`config.mk`:
```
export PLATFORM = sky130hd
export DESIGN_NAME = cp0_exception_unit
export DESIGN_NICKNAME = d
export VERILOG_FILES = /design/src/rtl/cp0_exception_unit.sv
export SDC_FILE = /design/constraint.sdc
export NUM_CORES = 1
export LEC_CHECK = 0
export BUFFER_PORTS_ARGS = -buffer_cell sky130_fd_sc_hd__buf_2
export CORE_ASPECT_RATIO = 1.25
export CORE_MARGIN = 5
export CORE_UTILIZATION = 50
export CTS_CLUSTER_DIAMETER = 100
export DETAILED_ROUTE_END_ITERATION = 12
export PLACE_DENSITY_LB_ADDON = 0.12
export SLEW_MARGIN = 30
export SYNTH_ARGS = -nofsm -noshare
export SYNTH_HDL_FRONTEND = slang
export SYNTH_SLANG_ARGS = --single-unit
```
`constraint.sdc`:
```
create_clock -name clk -period 1.8 [get_ports clk]
set_clock_uncertainty 0.05 [all_clocks]
set_input_delay 0.18 -clock clk [delete_from_list [all_inputs] [get_ports clk]]
set_output_delay 0.18 -clock clk [all_outputs]
set_load 0.01 [all_outputs]
```
`src/rtl/cp0_exception_unit.sv`:
```
// Coprocessor-0 block: CP0 move/eret decode, EPC/Status/Block/Cause registers,
// and edge-triggered exception capture that loads EPC with the faulting PC.
module cp0_exception_unit (
  input  logic        clk,
  input  logic        reset,
  input  logic        enable,
  input  logic [31:0] Instruction,
  input  logic [31:0] PCin,
  input  logic [31:0] Din,
  input  logic        ExpSrc0,
  input  logic        ExpSrc1,
  input  logic        ExpSrc2,
  output logic [31:0] PCout,
  output logic [31:0] Dout,
  output logic        ExRegWrite,
  output logic        ExpBlock,
  output logic        IsEret,
  output logic        HasExp
);

  typedef enum logic [1:0] {
    SEL_EPC    = 2'b00,
    SEL_STATUS = 2'b01,
    SEL_BLOCK  = 2'b10,
    SEL_CAUSE  = 2'b11
  } cp0_sel_e;

  logic [31:0] epc, status, block, cause;
  logic        pending, req_d;
  cp0_sel_e    sel;
  logic        wen, req, trig;
  logic [2:0]  src, masked;
  logic        unused_instr_bits;

  assign ExRegWrite = ~Instruction[23];
  assign IsEret     = (Instruction[5:0] == 6'b011000);
  assign sel        = cp0_sel_e'(Instruction[12:11]);
  assign wen        = enable & ~ExRegWrite;

  assign src    = {ExpSrc2, ExpSrc1, ExpSrc0};
  assign masked = src & ~block[2:0];
  assign req    = (|masked) & ~status[0];
  assign trig   = req & ~req_d & ~pending;

  assign PCout    = epc;
  assign ExpBlock = status[0];
  assign HasExp   = pending;

  assign unused_instr_bits = ^{Instruction[31:24], Instruction[22:13], Instruction[10:6]};

  always_comb begin
    Dout = '0;
    case (sel)
      SEL_EPC:    Dout = epc;
      SEL_STATUS: Dout = status;
      SEL_BLOCK:  Dout = block;
      SEL_CAUSE:  Dout = cause;
      default:    Dout = '0;
    endcase
  end

  always_ff @(posedge clk) begin
    if (reset) begin
      epc     <= '0;
      status  <= '0;
      block   <= '0;
      cause   <= '0;
      pending <= 1'b0;
      req_d   <= 1'b0;
    end else begin
      req_d <= req;
      if (trig) begin
        pending <= 1'b1;
        cause   <= {29'b0, ExpSrc2, ExpSrc1 | ExpSrc2, ExpSrc0 | ExpSrc1 | ExpSrc2};
      end
      // exception EPC load wins over a same-cycle software EPC write
      if (pending) begin
        epc     <= PCin;
        pending <= 1'b0;
      end else if (wen && sel == SEL_EPC) begin
        epc <= Din;
      end
      if (wen && sel == SEL_STATUS) status <= Din;
      if (wen && sel == SEL_BLOCK)  block  <= Din;
    end
  end

endmodule

```
==> results <==
- The areal power density over the cells is 887 nW/µm².
- The final layout contains 788 nets.
- The post-route non-filler standard cell count is 815.
- The distinct cell type count of the synthesized netlist is 27.
- The flow ran to the end, and the final reports show no timing, DRC or antenna violations.
- Synthesis produced 557 cells.
- Of the synthesized area, sequential elements account for 42.5%.
- The overall die height is 119 µm.
- The combined flip-flop and latch cell area is 2030 µm².
- Summed over all layers, the routed wires come to 13.1 mm.
- The clock group share of total power is 37.3%.
- The internal power contribution is 3870 µW.
- By instance count, the leading cell after synthesis is sky130_fd_sc_hd__nand2_1.
- The number of setup buffers added after CTS is 0.
- Summing all multi-input logic gate instances after layout gives 2480 µm².
- The max-slew violation total from the final report is 0.
- After detailed routing, the average wire length per cell comes to 16.1 µm.
- The cell taking the most area after synthesis is sky130_fd_sc_hd__dfxtp_1.
- The count of nets left with antenna violations once routing finished came out at 0.
- Net switching is 26.6% of the power.
- The ratio of cells with drive above 1 in the final layout is 32.0%.
- The share of synthesized area in the top cell type comes to 42.5%.
- The worst-skew pair later-pin latency is 0.34 ns.
- The kind of end point of the critical path is an output port.
- The initial antenna violation count is 0.
- Counting I/O delays and the setup requirement, the final critical path takes 1.55 ns.
- The remaining routing DRC violations is 0.
- The global placer's final weighted congestion is 0.815.
- Of all nets on the critical path, the largest fanout is 6.
- The number of gates resized after CTS is 0.
- The startpoint kind of the worst setup timing path is a flop.
- Each instance of the synthesized netlist takes up on average 8.53 µm².
- The maximum root-to-sink buffer count is 2.
- The first-pass GRT wire length is 21.5 mm.
- The effective utilization at floorplan is 51.5%.
- The total CTS buffers is 9.
- The HPWL after detailed placement is 9.06 mm.
- The count of maximum capacitance violations is 0.
- The all-layer global routing usage is 22.2%.
- After synthesis, the cell types taking the most area are sky130_fd_sc_hd__dfxtp_1, sky130_fd_sc_hd__mux2i_1, sky130_fd_sc_hd__nand2_1, sky130_fd_sc_hd__a211oi_2, sky130_fd_sc_hd__a21oi_1.
- After floorplanning, the core was sized to cover 9220 µm².
- The routed layout has 4419 vias.
- The worst-case IR drop observed on VDD is 0.000483 V.
- The clock tree from TritonCTS is done.
- The worst pin sits at a relative slew slack of 63.2%.
- In the global route stage, met2 resource usage came out at 37.9%.
- The prevailing post-synth register cell is sky130_fd_sc_hd__dfxtp_1.
- After detailed placement, the design holds a cell count of 798.
- The cell chosen for the clock root is sky130_fd_sc_hd__clkbuf_16.
- The per-cell via count in the routed design is 5.42.
- At the pin with the least slew margin, the transition time is 0.551 ns.
- Setup violations remaining at the end of the flow were counted as 0.
- The growth of design area from synthesis to finish is 25.0%.
- The synthesized design contains 101 register bits.
- During synthesis, Yosys emitted a total of 0 warnings.
- For the worst setup path, the data arrival time is 1.32 ns.
- The hold buffer count at cts is 0.
- The share of synthesized flip-flops with an asynchronous set or reset is 0%.
- Row generation in the floorplan step produced 39 rows.
- The number of global-route vias before repair is 4406.
- Yosys mapped a number of flops with a built-in enable equal to 0.
- Clock-pin slew was measured on the worst setup and hold paths at 0.07 ns.
- The synthesized netlist net count is 659.
- The maximum number of pins on one net before global-route repair is 45.
- The number of levels the H-tree was split into is 3.
- The number of failing hold endpoints at the final stage is 0.
- Counting instances in the post-synthesis netlist gives the leading cell types as sky130_fd_sc_hd__nand2_1, sky130_fd_sc_hd__dfxtp_1, sky130_fd_sc_hd__a21oi_1.
- The category of the most critical setup path is flop to output port.
- Timing would allow up to 645 MHz.
- The die is 97.2 µm wide.
- The number of I/O port buffers is 146.
- The met1 demand-to-capacity share in global routing is 28.4%.
- Combinational cells account for 16.5% of the total power.
- The portion of total power attributed to sequential cells is 46.2%.
- The global-route congestion overflow total is 0.
- The overall die area is 11600 µm².
- The path class of the tightest hold or removal check is input port to flop.
- In this run the static leakage power is 0.00243 µW.
- The worst path uses 86.1% of the clock period.
- The count of clock tree sinks is 101.
- The number of top-level pins is 170.
- The combined area of all synthesized cells is 4750 µm².
- The power dissipated by switching net loads is 1400 µW.
- Setup repair after global routing left no endpoint under its margin.
- The final-layout fill cell count is 807.
- The most used routing layer is met2.
- The total negative slack is 0 ns.
- The required arrival time at the worst endpoint is 1.57 ns.
- For this run, the detailed router's first-pass iteration total came to 5.
- For this run, global-route usage on met3 was measured as 3.80%.
- The number of DRC violations after detailed-routing iteration 0 is 220.
==> power by group through the flow <==
stage	sequential (µW)	combinational, µW	clock [µW]
3_3_place_gp	2480	855	0
6_report	2430	868	1970
3_5_place_dp	2490	873	0
4_1_cts	2430	877	1990
2_1_floorplan	2490	524	0
5_1_grt	2450	946	2090
==> path summary, 6_finish.rpt <==
check        startpoint        end  slack, ns  cells past startpoint
max           status[0]    Dout[0]       0.25                      2
min             Din[12]  block[12]       0.05                      3
max reg2reg      HasExp  PCout[20]       0.43                      3
min reg2reg   block[10]  block[10]       0.40                      2
==> per-layer routing <==
metal,up-vias,part of all wire [%]
met2,152,50
li1,2192,-
met4,0,1.5
met5,-,0
met1,2059,42
met3,16,6.6
==> registers in the layout (all words and copies together) (netlist names) <==
signal,cells
status,32
cause,3
HasExp,1
req_d,1
PCout,32
block,32
==> area by class of cell <==
| cell class | count | share of cell area, % |
|---|---|---|
| Sequential cell | 101 | 34.1 |
| Tap cell | 123 | 2.59 |
| Multi-Input combinational cell | 403 | 41.7 |
| Clock inverter | 4 | 0.948 |
| Clock buffer | 12 | 4.15 |
| Antenna cell | 1 | 0.0421 |
| Inverter | 1 | 0.0632 |
| Timing Repair Buffer | 170 | 16.4 |
==> through the flow <==
| stage | utilization (%) | total power, µW | hold WS (ns) | setup WS [ns] | area (µm²) |
|---|---|---|---|---|---|
| after detailed placement | 61.1 | 3360 | 0.397 | 0.234 | 5640 |
| after global placement | 61.1 | 3330 | 0.392 | 0.274 | 5640 |
| after CTS | 64.4 | 5300 | 0.0421 | 0.239 | 5940 |
| after global routing | 64.4 | 5480 | 0.0497 | 0.216 | 5940 |
| after floorplan | - | 3020 | 0.266 | 0.350 | 4750 |
| final | 64.4 | 5270 | 0.0454 | 0.249 | 5940 |
==> worst max-delay path: stages, from the launching register on <==
cell,delay [ns]
sky130_fd_sc_hd__dfxtp_1,0.36
sky130_fd_sc_hd__mux4_2,0.47
sky130_fd_sc_hd__buf_2,0.16
==> cell families after synthesis <==
| group | count (synthesis) | share of synthesized area [%] |
|---|---|---|
| AO/OA/AOI/OAI | 128 | 18.6 |
| buffers and inverters | 53 | 5.40 |
| flip-flops | 101 | 42.5 |
| multiplexers | 66 | 14.7 |
| AND/OR/NAND/NOR | 209 | 18.8 |
==> cells in the final DEF, fill, tap and decap left out, types with 2 or more instances in the layout <==
master	instances
sky130_fd_sc_hd__clkbuf_1	2
sky130_fd_sc_hd__nor2b_1	3
sky130_fd_sc_hd__buf_4	20
sky130_fd_sc_hd__dfxtp_1	100
sky130_fd_sc_hd__buf_2	145
sky130_fd_sc_hd__mux2i_1	63
sky130_fd_sc_hd__mux4_2	3
sky130_fd_sc_hd__nand2_1	157
sky130_fd_sc_hd__a21oi_1	64
sky130_fd_sc_hd__nand2b_1	3
sky130_fd_sc_hd__and4b_1	2
sky130_fd_sc_hd__o21ai_0	29
sky130_fd_sc_hd__a211oi_2	30
sky130_fd_sc_hd__nand4b_1	2
sky130_fd_sc_hd__a211oi_1	2
sky130_fd_sc_hd__clkinv_4	2
sky130_fd_sc_hd__buf_12	5
sky130_fd_sc_hd__nor3_1	36
sky130_fd_sc_hd__clkbuf_16	9
Power figures use the tool's default switching activity.
